--- config.mk ---
export PLATFORM = sky130hd
export DESIGN_NAME = serial_add_ctrl
export DESIGN_NICKNAME = d
export VERILOG_FILES = /design/src/rtl/serial_add_ctrl_pkg.sv /design/src/rtl/fa_cell.sv /design/src/rtl/serial_add_ctrl.sv
export SDC_FILE = /design/constraint.sdc
export NUM_CORES = 1
export LEC_CHECK = 0
export BUFFER_PORTS_ARGS = -buffer_cell sky130_fd_sc_hd__buf_2
export CORE_MARGIN = 4
export CORE_UTILIZATION = 45
export CTS_BUF_LIST = sky130_fd_sc_hd__clkbuf_16
export CTS_CLUSTER_SIZE = 14
export DETAILED_ROUTE_END_ITERATION = 6
export HOLD_SLACK_MARGIN = 0.1
export PLACE_DENSITY = 0.69
export SYNTH_ARGS = -nofsm -noshare
export SYNTH_HDL_FRONTEND = slang
export SYNTH_SLANG_ARGS = --single-unit
--- constraint.sdc ---
create_clock -name clk -period 1.5 [get_ports clk]
set_input_delay 0.15 -clock clk [delete_from_list [all_inputs] [get_ports clk]]
set_output_delay 0.15 -clock clk [all_outputs]
set_load 0.05 [all_outputs]
--- src/rtl/serial_add_ctrl_pkg.sv ---
// Shared definitions for the bit-serial adder sequencer.
package serial_add_ctrl_pkg;

  typedef enum logic [1:0] {
    StIdle = 2'd0,
    StRun  = 2'd1,
    StDone = 2'd2
  } state_e;

endpackage

--- src/rtl/fa_cell.sv ---
// One-bit full adder written as sum-of-products; the only arithmetic in the serial adder.
module fa_cell (
  input  logic a,
  input  logic b,
  input  logic cin,
  output logic s,
  output logic cout
);

  assign s    = (a & ~b & ~cin) | (~a & b & ~cin) | (~a & ~b & cin) | (a & b & cin);
  assign cout = (a & b) | (a & cin) | (b & cin);

endmodule

--- src/rtl/serial_add_ctrl.sv ---
// Bit-serial adder sequencer: adds two WIDTH-bit operands LSB first through one shared
// full-adder cell, with a start/busy/done handshake and registered result.
module serial_add_ctrl
  import serial_add_ctrl_pkg::*;
#(
  parameter int unsigned WIDTH = 8
) (
  input  logic             clk,
  input  logic             rst,
  input  logic             start,
  input  logic [WIDTH-1:0] a,
  input  logic [WIDTH-1:0] b,
  input  logic             cin,
  output logic             busy,
  output logic             done,
  output logic [WIDTH-1:0] sum,
  output logic             cout
);

  // One extra counter bit keeps WIDTH=1 legal.
  localparam int unsigned     CntW    = $clog2(WIDTH + 1);
  localparam logic [CntW-1:0] CntLast = CntW'(WIDTH - 1);

  state_e          state_q;
  logic [WIDTH-1:0] a_sh_q;
  logic [WIDTH-1:0] b_sh_q;
  logic [WIDTH-1:0] acc_sh_q;
  logic [WIDTH-1:0] acc_sh_d;
  logic            carry_q;
  logic [CntW-1:0] cnt_q;
  logic            cell_s;
  logic            cell_cout;

  fa_cell u_fa_cell (
    .a    (a_sh_q[0]),
    .b    (b_sh_q[0]),
    .cin  (carry_q),
    .s    (cell_s),
    .cout (cell_cout)
  );

  // New sum bit enters at the MSB so the result lands aligned after WIDTH shifts.
  always_comb begin
    acc_sh_d            = acc_sh_q >> 1;
    acc_sh_d[WIDTH-1]   = cell_s;
  end

  always_ff @(posedge clk or posedge rst) begin
    if (rst) begin
      state_q  <= StIdle;
      a_sh_q   <= '0;
      b_sh_q   <= '0;
      acc_sh_q <= '0;
      carry_q  <= 1'b0;
      cnt_q    <= '0;
      busy     <= 1'b0;
      done     <= 1'b0;
      sum      <= '0;
      cout     <= 1'b0;
    end else begin
      case (state_q)
        StIdle: begin
          done <= 1'b0;
          if (start) begin
            state_q  <= StRun;
            busy     <= 1'b1;
            a_sh_q   <= a;
            b_sh_q   <= b;
            acc_sh_q <= '0;
            carry_q  <= cin;
            cnt_q    <= '0;
          end
        end
        StRun: begin
          a_sh_q   <= a_sh_q >> 1;
          b_sh_q   <= b_sh_q >> 1;
          acc_sh_q <= acc_sh_d;
          carry_q  <= cell_cout;
          cnt_q    <= cnt_q + CntW'(1);
          if (cnt_q == CntLast) begin
            state_q <= StDone;
            done    <= 1'b1;
            sum     <= acc_sh_d;
            cout    <= cell_cout;
          end
        end
        StDone: begin
          state_q <= StIdle;
          busy    <= 1'b0;
          done    <= 1'b0;
        end
        default: begin
          state_q <= StIdle;
          busy    <= 1'b0;
          done    <= 1'b0;
        end
      endcase
    end
  end

endmodule

# After elaboration in Yosys (flattened, before gate mapping)
# Cells that the tools add are included.
totals:
  inputBits: 20
  regBits: 42
op_classes:
  n_mux: 17
  bitwise: 19
  eq_ne: 4
  addsub: 1
  reduce_logical: 6
op_table:
  columns: ["cell", "count"]
  rows:
  - ["$pmux 8 s2", 3]
  - ["$mux 8", 3]
  - ["$and 1x1->1", 10]
  - ["$pmux 4 s2", 1]
  - ["$reduce_and 2->1", 4]
  - ["$or 1x1->1", 5]
  - ["$add 4x1->4 const B", 1]
  - ["$eq 4x3->1 const B", 1]
  - ["$mux 1", 4]
  - ["$mux 2", 2]
  - ["$mux 4", 1]
  - ["$ne 2x2->1 const B", 2]
  - ["$not 1->1", 4]
  - ["$pmux 1 s2", 2]
  - ["$pmux 2 s2", 1]
  - ["$eq 2x1->1 const B", 1]
  - ["$logic_not 2->1", 1]
  - ["$reduce_bool 2->1", 1]

# Longest topological paths before layout
# Gate-level depths: netlist of the first run.
logic_depth:
  ltp_word: 7
  depth_mapped: 5
  ltp_nobuf: 4

# By module
# A second synthesis of the first run with hierarchy kept.
hier_totals:
  cells_unflattened: 159
  hier_area_um2: 1800.5
by_module_without_submodules:
  columns: ["mod", "area_per_inst_um2", "cells_each", "seq_area_each_um2", "instances"]
  rows:
  - ["serial_add_ctrl", 1780.5, 158, 1026.0, 1]
  - ["fa_cell", 20.0, 1, 0.0, 1]

# Least setup slack after synthesis of the first run
# OpenSTA, ideal clock, no wires.
synth_path:
  path_type: "register -> register"
  start: "reg cnt_q[0]"
  end: "reg cout"
  arrival_ns: 1.351
  path_stages_with_launch: 6
  setup_ns: 0.125
  n_path_buf: 1
  period_less_slack_ns: 1.476
  t_required_ns: 1.375
  path_slack_ns: 0.024
  cell_sequence: "dfrtp_1 ha_1 and3b_4 and2_4 buf_12 mux2_4"
synth_between:
  elab_chain_len: 2
synth_lines:
  columns: ["element", "line", "rtl"]
  rows:
  - ["start: declaration", "serial_add_ctrl.sv:30", "logic [CntW-1:0] cnt_q;"]
  - ["start signal: assignment", "serial_add_ctrl.sv:79", "cnt_q <= cnt_q + CntW'(1);"]
  - ["$eq 4x3->1", "serial_add_ctrl.sv:80", "if (cnt_q == CntLast) begin"]
  - ["$reduce_and 2->1 (no line)", null, null]
  - ["end signal: assignment", "serial_add_ctrl.sv:84", "cout <= cell_cout;"]
  - ["end: declaration", "serial_add_ctrl.sv:17", "output logic cout"]
# No other way between the ends.
# A chain may end at the register's enable or synchronous reset.

# Worst setup path after layout of the first run
layout_path:
  start: "reg cnt_q[0]"
  end: "reg sum[0]"
layout_between:
  elab_chain_len: 2
layout_lines:
  columns: ["element", "line", "rtl"]
  rows:
  - ["$eq 4x3->1", "serial_add_ctrl.sv:80", null]
  - ["$reduce_and 2->1 (no line)", null, null]
  - ["end signal: assignment", "serial_add_ctrl.sv:83", "sum <= acc_sh_d;"]
  - ["end: declaration", "serial_add_ctrl.sv:16", "output logic [WIDTH-1:0] sum,"]
# No other way between the ends.

==> out/metrics.json, run 1 <==
{
  "number_of_stages_on_the_worst_hold_path": {"value": 3},
  "grt_first_pass_wirelength": {"value": 6.058, "unit": "mm"},
  "min-delay-start": {"value": "b[4]"},
  "worstReg2RegStart": {"value": "cnt_q[0]"},
  "p_sw_share": {"value": 36.62, "unit": "%"},
  "synth_most_common_cell": {"value": "sky130_fd_sc_hd__dfrtp_1"},
  "synth.yosys.warnings": {"value": 0},
  "finalHoldViolCount": {"value": 0},
  "first_global_vias": {"value": 1321},
  "comb_power_share": {"value": 37.9, "unit": "%"},
  "cp_cell_sequence": {"value": "ha_1 > and3b_4 > and2_4 > mux2_4"},
  "drt_iter0_drc": {"value": 36},
  "largest_net_degree_at_the_start_of_global_routing": {"value": 42},
  "critical_path.slowest_cell": {"value": "sky130_fd_sc_hd__dfrtp_1"},
  "worstPathMaxFanout": {"value": 5},
  "ctsRootBufferMaster": {"value": "sky130_fd_sc_hd__clkbuf_16"},
  "clock_skew": {"value": 0.002296, "unit": "ns"},
  "synthFlopType": {"value": "sky130_fd_sc_hd__dfrtp_1"},
  "routed_wl": {"value": 3.585, "unit": "mm"},
  "crit_family": {"value": "flip-flops"},
  "place_congestion": {"value": 0.7609},
  "design.die.area": {"value": 4992, "unit": "um2"},
  "final-max-slew-violation-count": {"value": 0},
  "static_leakage": {"value": 1.048, "unit": "nW"},
  "buffer_levels_on_the_longest_clock_path": {"value": 2},
  "dpl-instance-area": {"value": 1986, "unit": "um2"},
  "critical_path.max_stage_delay": {"value": 0.39, "unit": "ns"},
  "estimated_wirelength_of_the_detail_placed_design": {"value": 2.463, "unit": "mm"},
  "fmax": {"value": 696.5, "unit": "MHz"},
  "final_period_minus_worst_setup_slack": {"value": 1.436, "unit": "ns"},
  "switching_power": {"value": 1.632, "unit": "mW"},
  "cells_taking_the_most_area_after_synthesis": {"value": "sky130_fd_sc_hd__dfrtp_1 (58%), sky130_fd_sc_hd__mux2_4 (7.6%), sky130_fd_sc_hd__a22oi_1 (5.1%), sky130_fd_sc_hd__o21ai_0 (4.5%), sky130_fd_sc_hd__a22o_1 (4.0%)"},
  "seq_power_share": {"value": 39.6, "unit": "%"},
  "yosysSeqAreaShare": {"value": 58.07, "unit": "%"},
  "grt_antenna_before_repair": {"value": 0},
  "clk-insertion-delay-late": {"value": 0.28, "unit": "ns"},
  "synth_top_cell_by_area": {"value": "sky130_fd_sc_hd__dfrtp_1"},
  "timing.final.crit_share": {"value": 95.71, "unit": "%"},
  "regToRegSetupSlack": {"value": 0.06, "unit": "ns"},
  "portion_of_total_power_attributed_to_the_clock_network": {"value": 22.5, "unit": "%"},
  "drcViolationCount": {"value": 0},
  "globalRoute.totalOverflow": {"value": 0},
  "setup_total_negative_slack": {"value": 0, "unit": "ns"},
  "die_width": {"value": 70.66, "unit": "um"},
  "synth.distinct_cells": {"value": 29},
  "synth_common_cells": {"value": "sky130_fd_sc_hd__dfrtp_1 (41), sky130_fd_sc_hd__nand2_1 (16), sky130_fd_sc_hd__o21ai_0 (16)"},
  "vias": {"value": 1241},
  "final_cell_area": {"value": 2151, "unit": "um2"},
  "wl_per_cell": {"value": 15.52, "unit": "um"},
  "post_synth_inst_count": {"value": 143},
  "timing_worst_slew_pin_value": {"value": 0.5202, "unit": "ns"},
  "worstSetupEndpointType": {"value": "flop"},
  "final_net_count": {"value": 204},
  "clkTransAtPathRegs": {"value": 0.05, "unit": "ns"},
  "groute.usage.overall": {"value": 15.50, "unit": "%"},
  "status": {"value": "completed"},
  "initial_utilization": {"value": 47.54, "unit": "%"},
  "timing.rr.end": {"value": "sum[0]"},
  "floorplan_core_area": {"value": 3716, "unit": "um2"},
  "critPathArrivalTime": {"value": 1.60, "unit": "ns"},
  "dieHeight": {"value": 70.66, "unit": "um"},
  "cellPowerDensity": {"value": 2073, "unit": "nW/um2"},
  "netlist_area": {"value": 1767, "unit": "um2"},
  "start_kind": {"value": "flop"},
  "synth.avg_cell_area": {"value": 12.35, "unit": "um2"},
  "tritoncts_clock_tree": {"value": "built"},
  "drive_gt1_share": {"value": 33.88, "unit": "%"},
  "syn2layout_area_growth": {"value": 21.74, "unit": "%"},
  "ant_nets": {"value": 0},
  "synth_edf_count": {"value": 0},
  "timing.hold.worst_endpoint": {"value": "b_sh_q[4]"},
  "peakVddDrop": {"value": 0.8943, "unit": "mV"},
  "criticalPathCategory": {"value": "flop to flop"},
  "rows": {"value": 22},
  "clock-sinks": {"value": 41},
  "rsz0062_at_grt": {"value": "no"},
  "synth_fp_nets": {"value": 165},
  "maxSlewHeadroom": {"value": 65.32, "unit": "%"},
  "dr.pass1.iters": {"value": 4},
  "via_per_inst": {"value": 5.372},
  "clock_tree.htree_level_count": {"value": 2},
  "max_cap_violations": {"value": 0},
  "critical_path.n_buffers_inverters": {"value": 0},
  "numCtsBuffers": {"value": 5},
  "antenna-diode-count": {"value": 0},
  "worst_ep_required_time": {"value": 1.66, "unit": "ns"},
  "reg2regPathDepth": {"value": 4},
  "count_of_boundary_i_o_pins": {"value": 31},
  "placement.io_buffers": {"value": 30},
  "ys_async_sr_fraction": {"value": 100.0, "unit": "%"},
  "power_report.internal_total": {"value": 2.826, "unit": "mW"},
  "synth.ff_latch_count": {"value": 41},
  "min_path_type": {"value": "input pin to flop"},
  "post-synth-top-area-fraction": {"value": 58.07, "unit": "%"},
  "timing.final.setup_violations": {"value": 0}
}
-- per-stage QoR --
| stage | total power [mW] | cells | hold slack (ns) | util [%] | setup slack, ns |
|---|---|---|---|---|---|
| final | 4.458 | 231 | 0.1634 | 57.88 | 0.06430 |
| after detailed placement | 3.451 | 220 | 0.3072 | 53.43 | 0.02440 |
| after floorplan | 3.013 | 143 | 0.3197 | - | 0.02354 |
| after global routing | 4.716 | 231 | 0.1888 | 57.88 | 0.006293 |
| after CTS | 4.468 | 229 | 0.1660 | 57.44 | 0.01964 |
| after global placement | 3.342 | 220 | 0.2878 | 53.43 | 0.08519 |
-- flip-flops by register name (all words and copies together) (netlist names), 2 cells and up --
| name | count |
|---|---|
| acc_sh_q | 7 |
| state_q | 2 |
| sum | 8 |
| b_sh_q | 8 |
| cnt_q | 4 |
| a_sh_q | 8 |
-- repair_timing --
item                                   in CTS  in global routing
endpoints found under the hold margin      41                  0
gates resized for setup                     0                  1
hold buffers                                1                  0
buffers inserted                            0                  1
setup endpoints to repair                   0                  9
-- placed cells by master, fill, tap and decap left out, types with 2 or more instances in the layout --
cell type | Yosys | final
sky130_fd_sc_hd__dfrtp_1 | 41 | 41
sky130_fd_sc_hd__a22oi_1 | 12 | 12
sky130_fd_sc_hd__nor2_1 | 3 | 3
sky130_fd_sc_hd__clkbuf_16 | 0 | 5
sky130_fd_sc_hd__a22o_1 | 8 | 8
sky130_fd_sc_hd__a21oi_1 | 5 | 5
sky130_fd_sc_hd__buf_2 | 5 | 30
sky130_fd_sc_hd__buf_4 | 2 | 8
sky130_fd_sc_hd__clkinv_2 | 0 | 2
sky130_fd_sc_hd__o21ai_0 | 16 | 16
sky130_fd_sc_hd__mux2_2 | 2 | 2
sky130_fd_sc_hd__and2_4 | 1 | 2
sky130_fd_sc_hd__and2b_1 | 2 | 2
sky130_fd_sc_hd__nor2b_1 | 2 | 2
sky130_fd_sc_hd__and3b_1 | 3 | 3
sky130_fd_sc_hd__inv_1 | 3 | 4
sky130_fd_sc_hd__nand2_1 | 16 | 16
sky130_fd_sc_hd__mux2_4 | 9 | 9
-- routing by layer --
metal | GRT usage, % | wire [um] | vias up
li1 | - | - | 593
met4 | 6.263 | 73 | 0
met1 | 18.61 | 1587 | 606
met2 | 25.26 | 1699 | 34
met5 | 0 | 0 | -
met3 | 5.824 | 224 | 8
-- worst max path at each step --
stage               cells past startpoint  slack, ns     end     start
finish                                  4       0.06  sum[0]  cnt_q[0]
global route                            4      0.006  sum[7]  cnt_q[0]
CTS                                     4       0.02  sum[4]  cnt_q[1]
detailed placement                      4       0.02  sum[7]  cnt_q[1]
global placement                        4       0.09  sum[7]  cnt_q[1]
floorplan                               5       0.02    cout  cnt_q[0]
-- power by group through the flow --
stage               combinational, mW  sequential [mW]  clock (mW)
global placement                 1.59             1.76           0
detailed placement               1.66             1.79           0
finish                           1.69             1.77        1.00
global route                     1.82             1.83        1.07
floorplan                       0.889             2.12           0
CTS                              1.66             1.78        1.03
-- cells by family (layout without fill, tap and decap cells) --
kind of cell    Yosys count  in the layout  share of synthesized area [%]
mux                      11             11                          8.923
simple gates             30             31                          8.923
fa+ha+maj                 2              2                          1.841
flops                    41             41                          58.07
buf+inv                  12             51                          4.249
compound gates           47             47                          17.99
-- area by class of cell --
cell class              count  area, um2
repair buffers             40      240.2
flip-flops and latches     41       1026
clock buffers               5      125.1
multi-input cells          91      674.4
clock inverters             3      13.76
fillers                   330       1565
well taps                  48      60.06
inverters                   3      11.26
-- worst register-to-register path: stages, from the launching register on --
cell and delay (ns):
sky130_fd_sc_hd__dfrtp_1 0.39, sky130_fd_sc_hd__ha_1 0.24, sky130_fd_sc_hd__and3b_4 0.20, sky130_fd_sc_hd__and2_4 0.19, sky130_fd_sc_hd__mux2_4 0.30
Note: power is estimated with default switching activity, not from simulation.
==> inputs of run 2 (changes only) <==
--- a/config.mk
+++ b/config.mk
@@ -6,13 +6,12 @@
 export NUM_CORES = 1
 export LEC_CHECK = 0
 export BUFFER_PORTS_ARGS = -buffer_cell sky130_fd_sc_hd__buf_2
-export CORE_MARGIN = 4
 export CORE_UTILIZATION = 45
 export CTS_BUF_LIST = sky130_fd_sc_hd__clkbuf_16
 export CTS_CLUSTER_SIZE = 14
 export DETAILED_ROUTE_END_ITERATION = 6
 export HOLD_SLACK_MARGIN = 0.1
-export PLACE_DENSITY = 0.69
+export PLACE_DENSITY_LB_ADDON = 0.12
 export SYNTH_ARGS = -nofsm -noshare
 export SYNTH_HDL_FRONTEND = slang
 export SYNTH_SLANG_ARGS = --single-unit
==> run 2 against run 1 <==
Net effect: critical path depth did not move; clock power is essentially flat; worst setup slack better by 0.032 ns; via count fell by 1.2%; fmax is 2.3% higher; sequential power hardly changed; count of clock-buffer cells in the layout stayed put; utilization grew 0.10 points; clock skew about the same.
==> out/metrics.json, run 2 (same netlist as run 1, synthesis figures left out) <==
{
  "largest_net_degree_at_the_start_of_global_routing": {"value": 42, "change": "unchanged"},
  "first_global_vias": {"value": 1208, "change": "-8.6%"},
  "antenna-diode-count": {"value": 0, "change": "unchanged"},
  "die_width": {"value": 64.66, "unit": "um", "change": "-8.5%"},
  "status": {"value": "completed"},
  "worst_ep_required_time": {"value": 1.66, "unit": "ns", "change": "about the same"},
  "clock_skew": {"value": 0.002598, "unit": "ns", "change": "+0.0003026 ns"},
  "max_cap_violations": {"value": 0, "change": "unchanged"},
  "clock-sinks": {"value": 41, "change": "unchanged"},
  "vias": {"value": 1226, "change": "-1.2%"},
  "rsz0062_at_grt": {"value": "no"},
  "critPathArrivalTime": {"value": 1.56, "unit": "ns", "change": "-0.04 ns"},
  "final_period_minus_worst_setup_slack": {"value": 1.403, "unit": "ns", "change": "-0.03241 ns"},
  "top_library_cells_by_usage_in_the_layout_fill_and_taps_aside": {"value": "sky130_fd_sc_hd__dfrtp_1 (41), sky130_fd_sc_hd__buf_2 (30), sky130_fd_sc_hd__nand2_1 (16), sky130_fd_sc_hd__o21ai_0 (16)"},
  "placement.io_buffers": {"value": 30, "change": "unchanged"},
  "worstSetupEndpointType": {"value": "flop"},
  "comb_power_share": {"value": 38.2, "unit": "%", "change": "+0.3 points"},
  "clkTransAtPathRegs": {"value": 0.05, "unit": "ns", "change": "about the same"},
  "numCtsBuffers": {"value": 5, "change": "unchanged"},
  "startpoint": {"value": "cnt_q[1]"},
  "worstReg2RegStart": {"value": "cnt_q[1]"},
  "criticalPathCategory": {"value": "flop to flop"},
  "min_path_type": {"value": "input pin to flop"},
  "finalHoldViolCount": {"value": 0, "change": "unchanged"},
  "groute.usage.overall": {"value": 18.21, "unit": "%", "change": "+2.7 points"},
  "count_of_boundary_i_o_pins": {"value": 31, "change": "unchanged"},
  "estimated_wirelength_of_the_detail_placed_design": {"value": 2.229, "unit": "mm", "change": "-9.5%"},
  "syn2layout_area_growth": {"value": 21.95, "unit": "%"},
  "drcViolationCount": {"value": 0, "change": "unchanged"},
  "clk-insertion-delay-late": {"value": 0.27, "unit": "ns", "change": "about the same"},
  "crit_path_end": {"value": "sum[7]"},
  "grt_antenna_before_repair": {"value": 0, "change": "unchanged"},
  "power_report.internal_total": {"value": 2.824, "unit": "mW", "change": "about the same"},
  "reg.largest.list": {"value": "a_sh_q x8, b_sh_q x8, sum x8"},
  "design.die.area": {"value": 4180, "unit": "um2", "change": "-16%"},
  "worstPathMaxFanout": {"value": 5, "change": "unchanged"},
  "ctsRootBufferMaster": {"value": "sky130_fd_sc_hd__clkbuf_16"},
  "portion_of_total_power_attributed_to_the_clock_network": {"value": 21.9, "unit": "%", "change": "-0.6 points"},
  "drive_gt1_share": {"value": 34.05, "unit": "%", "change": "+0.17 points"},
  "switching_power": {"value": 1.583, "unit": "mW", "change": "-3.0%"},
  "globalRoute.totalOverflow": {"value": 0, "change": "unchanged"},
  "fillers": {"value": 315, "change": "-4.5%"},
  "dieHeight": {"value": 64.66, "unit": "um", "change": "-8.5%"},
  "floorplan_core_area": {"value": 3716, "unit": "um2", "change": "unchanged"},
  "dr.pass1.iters": {"value": 4, "change": "unchanged"},
  "reg2regPathDepth": {"value": 4, "change": "unchanged"},
  "maxSlewHeadroom": {"value": 66.72, "unit": "%", "change": "+1.4 points"},
  "timing_worst_slew_pin_value": {"value": 0.4993, "unit": "ns", "change": "-0.02096 ns"},
  "buffer_levels_on_the_longest_clock_path": {"value": 2, "change": "unchanged"},
  "via_per_inst": {"value": 5.262, "change": "-2.1%"},
  "peakVddDrop": {"value": 0.9659, "unit": "mV", "change": "+8.0%"},
  "post-route-util": {"value": 57.98, "unit": "%", "change": "+0.10 points"},
  "p_sw_share": {"value": 35.93, "unit": "%", "change": "-0.69 points"},
  "regToRegSetupSlack": {"value": 0.1, "unit": "ns", "change": "+0.03 ns"},
  "routed_wl": {"value": 3.309, "unit": "mm", "change": "-7.7%"},
  "static_leakage": {"value": 1.055, "unit": "nW", "change": "+0.66%"},
  "timing.final.crit_share": {"value": 93.55, "unit": "%", "change": "-2.2 points"},
  "timing.rr.end": {"value": "sum[7]"},
  "tritoncts_clock_tree": {"value": "built"},
  "initial_utilization": {"value": 47.54, "unit": "%", "change": "unchanged"},
  "layout_commonest_cell": {"value": "sky130_fd_sc_hd__dfrtp_1"},
  "seq_power_share": {"value": 39.9, "unit": "%", "change": "+0.3 points"},
  "start_kind": {"value": "flop"},
  "place_congestion": {"value": 0.7237, "change": "-4.9%"},
  "final-max-slew-violation-count": {"value": 0, "change": "unchanged"},
  "timing.final.setup_violations": {"value": 0, "change": "unchanged"},
  "fmax": {"value": 712.6, "unit": "MHz", "change": "+2.3%"},
  "rows": {"value": 22, "change": "unchanged"},
  "grt_first_pass_wirelength": {"value": 5.658, "unit": "mm", "change": "-6.6%"},
  "final_net_count": {"value": 207, "change": "+1.5%"},
  "ant_nets": {"value": 0, "change": "unchanged"},
  "clock_tree.htree_level_count": {"value": 2, "change": "unchanged"},
  "drt_iter0_drc": {"value": 47, "change": "+31%"},
  "setup_total_negative_slack": {"value": 0, "unit": "ns", "change": "unchanged"},
  "wl_per_cell": {"value": 14.20, "unit": "um", "change": "-8.5%"},
  "cellPowerDensity": {"value": 2046, "unit": "nW/um2", "change": "-1.3%"}
}
-- run 2: worst min-delay path by stage --
stage,startpoint,endpoint,depth (start not counted)
final,b[1],b_sh_q[1],3
after global routing,a[0],a_sh_q[0],3
after CTS,b[1],b_sh_q[1],3
after detailed placement,rst,b_sh_q[1],3
after global placement,rst,b_sh_q[1],3
after floorplan,start,a_sh_q[7],1
-- run 2: routing by layer --
layer | track usage [%] | part of all wire [%] | vias up
met4 | 5.000 | 0.79 | 0
met5 | 0 | 0 | -
met1 | 24.74 | 48 | 599
met2 | 28.42 | 48 | 26
met3 | 5.282 | 3.4 | 4
li1 | - | - | 597
-- run 2: what timing repair did --
action / 4_1_cts / 5_1_grt
gates cloned: 0 / 1
buffers inserted: 0 / 2
hold buffers: 1 / 0
endpoints found under the hold margin: 41 / 0
pin swaps: 1 / 0
endpoints found under the setup margin: 1 / 9
gates resized for setup: 0 / 1
-- run 2: cell type report --
cell class | instances | area [um2] | area share (%)
clock buffer | 5 | 125.1 | 5.807
timing repair buffer | 43 | 250.2 | 11.61
sequential | 41 | 1026 | 47.62
inverter | 3 | 11.26 | 0.5226
clock inverter | 2 | 7.507 | 0.3484
tap | 48 | 60.06 | 2.787
multi-input combinational | 91 | 674.4 | 31.30
-- run 2: power groups by stage --
| stage | Clock (mW) | Combinational [mW] | Sequential [mW] |
|---|---|---|---|
| floorplan | 0 | 0.889 | 2.12 |
| finish | 0.965 | 1.69 | 1.76 |
| global placement | 0 | 1.60 | 1.76 |
| detailed placement | 0 | 1.65 | 1.78 |
| global route | 1.03 | 1.85 | 1.81 |
| CTS | 0.993 | 1.65 | 1.77 |
-- run 2: stage by stage --
stage / total power [mW] / instances / area (um2) / hold WS [ns] / setup slack, ns
after global placement: 3.353 / 222 / 1988 / 0.2920 / 0.07096
after CTS: 4.416 / 230 / 2131 / 0.1697 / 0.002692
after floorplan: 3.013 / 143 / 1767 / 0.3197 / 0.02354
after detailed placement: 3.434 / 222 / 1988 / 0.3111 / 0.003985
final: 4.407 / 233 / 2155 / 0.1720 / 0.09671
after global routing: 4.698 / 233 / 2155 / 0.1972 / 0.01108
-- run 2: critical path: stages (launching register included) --
cell                      delay (ns)
sky130_fd_sc_hd__dfrtp_1        0.35
sky130_fd_sc_hd__ha_1           0.18
sky130_fd_sc_hd__and3b_4        0.23
sky130_fd_sc_hd__and2_4         0.21
sky130_fd_sc_hd__mux2_4         0.31
==> inputs of run 3 (changes only) <==
--- a/config.mk
+++ b/config.mk
@@ -6,6 +6,7 @@
 export NUM_CORES = 1
 export LEC_CHECK = 0
 export BUFFER_PORTS_ARGS = -buffer_cell sky130_fd_sc_hd__buf_2
+export CORE_MARGIN = 2
 export CORE_UTILIZATION = 45
 export CTS_BUF_LIST = sky130_fd_sc_hd__clkbuf_16
 export CTS_CLUSTER_SIZE = 14
==> run 3 against run 2 <==
Net effect: first-iteration DRC count increased by 32%; fmax increased by 0.81%; global-route usage decreased by 1.5 points; register-to-register slack about the same; combinational power about the same; flip-flop and latch count unchanged; critical endpoint unchanged; largest power group unchanged; highest routed layer unchanged.
==> out/metrics.json, run 3 (same netlist as run 1, synthesis figures left out) <==
{
  "critPathArrivalTime": {"value": 1.55, "unit": "ns", "change": "about the same"},
  "post-route-worst-setup-slack": {"value": 0.1080, "unit": "ns", "change": "+0.01124 ns"},
  "seq_area": {"value": 1026, "unit": "um2", "change": "unchanged"},
  "syn2layout_area_growth": {"value": 22.03, "unit": "%", "change": "about the same"},
  "clock_tree.htree_level_count": {"value": 2, "change": "unchanged"},
  "post-layout-total-power": {"value": 4.408, "unit": "mW", "change": "about the same"},
  "count_of_boundary_i_o_pins": {"value": 31, "change": "unchanged"},
  "routed_wl": {"value": 3.237, "unit": "mm", "change": "-2.2%"},
  "final_net_count": {"value": 206, "change": "-0.48%"},
  "timing.final.crit_share": {"value": 92.80, "unit": "%", "change": "-0.75 points"},
  "drcViolationCount": {"value": 0, "change": "unchanged"},
  "antenna-diode-count": {"value": 0, "change": "unchanged"},
  "final_cell_area": {"value": 2156, "unit": "um2", "change": "about the same"},
  "grt_use_met1": {"value": 23.40, "unit": "%", "change": "-1.3 points"},
  "top_library_cells_by_usage_in_the_layout_fill_and_taps_aside": {"value": "sky130_fd_sc_hd__dfrtp_1 (41), sky130_fd_sc_hd__buf_2 (30), sky130_fd_sc_hd__nand2_1 (16), sky130_fd_sc_hd__o21ai_0 (16), sky130_fd_sc_hd__a22oi_1 (12)"},
  "status": {"value": "completed"},
  "floorplan_core_area": {"value": 3716, "unit": "um2", "change": "unchanged"},
  "rows": {"value": 22, "change": "unchanged"},
  "portion_of_total_power_attributed_to_the_clock_network": {"value": 22.3, "unit": "%", "change": "+0.4 points"},
  "layoutNonFillerInstCount": {"value": 233, "change": "unchanged"},
  "place_congestion": {"value": 0.7236, "change": "about the same"},
  "gr-max-usage-layer": {"value": "met2"},
  "clock_skew": {"value": 0.003670, "unit": "ns", "change": "+0.001072 ns"},
  "switching_power": {"value": 1.579, "unit": "mW", "change": "-0.28%"},
  "power_report.internal_total": {"value": 2.829, "unit": "mW", "change": "+0.18%"},
  "drive_gt1_share": {"value": 35.14, "unit": "%", "change": "+1.1 points"},
  "estimated_wirelength_of_the_detail_placed_design": {"value": 2.182, "unit": "mm", "change": "-2.1%"},
  "grt_first_pass_wirelength": {"value": 5.492, "unit": "mm", "change": "-2.9%"},
  "fillers": {"value": 317, "change": "+0.63%"},
  "worstPathMaxFanout": {"value": 5, "change": "unchanged"},
  "seq_power_share": {"value": 39.8, "unit": "%", "change": "about the same"},
  "met2_track_utilization_from_global_routing": {"value": 24.50, "unit": "%", "change": "-3.9 points"},
  "reg.largest.list": {"value": "a_sh_q x8, b_sh_q x8, sum x8"},
  "via_per_inst": {"value": 5.279, "change": "+0.33%"},
  "peakVddDrop": {"value": 1.061, "unit": "mV", "change": "+9.8%"},
  "worst_ep_required_time": {"value": 1.66, "unit": "ns", "change": "about the same"},
  "die_width": {"value": 66.66, "unit": "um", "change": "+3.1%"},
  "dpl-instance-area": {"value": 1988, "unit": "um2", "change": "unchanged"},
  "globalRouteMet3Util": {"value": 6.081, "unit": "%", "change": "+0.80 points"},
  "static_leakage": {"value": 1.054, "unit": "nW", "change": "about the same"},
  "grt_antenna_before_repair": {"value": 0, "change": "unchanged"},
  "vias": {"value": 1230, "change": "+0.33%"},
  "dieHeight": {"value": 66.66, "unit": "um", "change": "+3.1%"},
  "ctsRootBufferMaster": {"value": "sky130_fd_sc_hd__clkbuf_16"},
  "tritoncts_clock_tree": {"value": "built"},
  "maxSlewHeadroom": {"value": 65.87, "unit": "%", "change": "-0.85 points"},
  "rsz0062_at_grt": {"value": "no"},
  "final_period_minus_worst_setup_slack": {"value": 1.392, "unit": "ns", "change": "-0.01124 ns"},
  "clk-insertion-delay-late": {"value": 0.27, "unit": "ns", "change": "about the same"},
  "timing_worst_slew_pin_value": {"value": 0.5120, "unit": "ns", "change": "+0.01276 ns"},
  "min_path_type": {"value": "input pin to flop"},
  "criticalPathCategory": {"value": "flop to flop"},
  "globalRoute.totalOverflow": {"value": 0, "change": "unchanged"},
  "max_cap_violations": {"value": 0, "change": "unchanged"},
  "numCtsBuffers": {"value": 5, "change": "unchanged"},
  "placement.io_buffers": {"value": 30, "change": "unchanged"},
  "groute.usage.overall": {"value": 16.73, "unit": "%", "change": "-1.5 points"},
  "clkTransAtPathRegs": {"value": 0.05, "unit": "ns", "change": "about the same"},
  "comb_power_share": {"value": 37.9, "unit": "%", "change": "-0.3 points"},
  "final-max-slew-violation-count": {"value": 0, "change": "unchanged"},
  "worstSetupEndpointType": {"value": "flop"},
  "setup_total_negative_slack": {"value": 0, "unit": "ns", "change": "unchanged"},
  "buffer_levels_on_the_longest_clock_path": {"value": 2, "change": "unchanged"},
  "place.detailed.instances": {"value": 222, "change": "unchanged"},
  "wl_per_cell": {"value": 13.89, "unit": "um", "change": "-2.2%"},
  "layout_commonest_cell": {"value": "sky130_fd_sc_hd__dfrtp_1"},
  "p_sw_share": {"value": 35.82, "unit": "%", "change": "-0.10 points"},
  "initial_utilization": {"value": 47.54, "unit": "%", "change": "unchanged"},
  "whs": {"value": 0.1663, "unit": "ns", "change": "-0.005746 ns"},
  "largest_net_degree_at_the_start_of_global_routing": {"value": 42, "change": "unchanged"},
  "design.die.area": {"value": 4443, "unit": "um2", "change": "+6.3%"},
  "finalHoldViolCount": {"value": 0, "change": "unchanged"},
  "cellPowerDensity": {"value": 2045, "unit": "nW/um2", "change": "about the same"},
  "start_kind": {"value": "flop"},
  "ant_nets": {"value": 0, "change": "unchanged"},
  "placement.setup.worst_slack": {"value": 0.01285, "unit": "ns", "change": "+0.008861 ns"},
  "drt_iter0_drc": {"value": 62, "change": "+32%"},
  "post-route-util": {"value": 58.01, "unit": "%", "change": "about the same"},
  "fmax": {"value": 718.4, "unit": "MHz", "change": "+0.81%"},
  "timing.final.setup_violations": {"value": 0, "change": "unchanged"},
  "area_of_the_multi_input_gates": {"value": 676.9, "unit": "um2", "change": "+0.37%"},
  "dr.pass1.iters": {"value": 4, "change": "unchanged"},
  "first_global_vias": {"value": 1194, "change": "-1.2%"},
  "clock-sinks": {"value": 41, "change": "unchanged"}
}
run 3: final cells by class:
class	instances	share of cell area, %
Sequential cell	41	47.59
Tap cell	48	2.786
Multi-Input combinational cell	91	31.40
Clock inverter	3	0.6384
Inverter	3	0.5223
Timing Repair Buffer	42	11.26
Clock buffer	5	5.804
run 3: final timing paths:
kind	start	end	slack [ns]	depth (start not counted)
min in group asynchronous	rst	b_sh_q[2]	0.54	4
setup / recovery	cnt_q[0]	sum[7]	0.11	4
setup reg to reg	cnt_q[0]	sum[7]	0.11	4
hold / removal	a[6]	a_sh_q[6]	0.17	3
max in group asynchronous	rst	cnt_q[3]	0.60	4
hold reg to reg	a_sh_q[3]	a_sh_q[3]	0.48	2
run 3: critical path, stage by stage (launching register included):
cell and delay (ns):
sky130_fd_sc_hd__dfrtp_1 0.35, sky130_fd_sc_hd__ha_2 0.19, sky130_fd_sc_hd__and3b_4 0.22, sky130_fd_sc_hd__and2_4 0.21
sky130_fd_sc_hd__mux2_4 0.31
run 3: what timing repair did:
action	CTS	global route
setup buffers	0	1
hold buffers	1	0
endpoints found under the hold margin	41	0
endpoints found under the setup margin	0	9
gates resized for setup	0	2
run 3: routing by layer:
layer | routed length (um) | vias up | part of all wire [%]
met4 | 8 | 0 | 0.25
met2 | 1478 | 29 | 46
met3 | 138 | 2 | 4.3
met1 | 1611 | 602 | 50
li1 | - | 597 | -
met5 | 0 | - | 0
run 3: power by group through the flow:
stage / registers (mW) / logic, mW / clock network, mW
floorplan: 2.12 / 0.889 / 0
global placement: 1.76 / 1.60 / 0
detailed placement: 1.78 / 1.64 / 0
CTS: 1.76 / 1.64 / 1.02
global route: 1.81 / 1.84 / 1.08
finish: 1.76 / 1.67 / 0.982
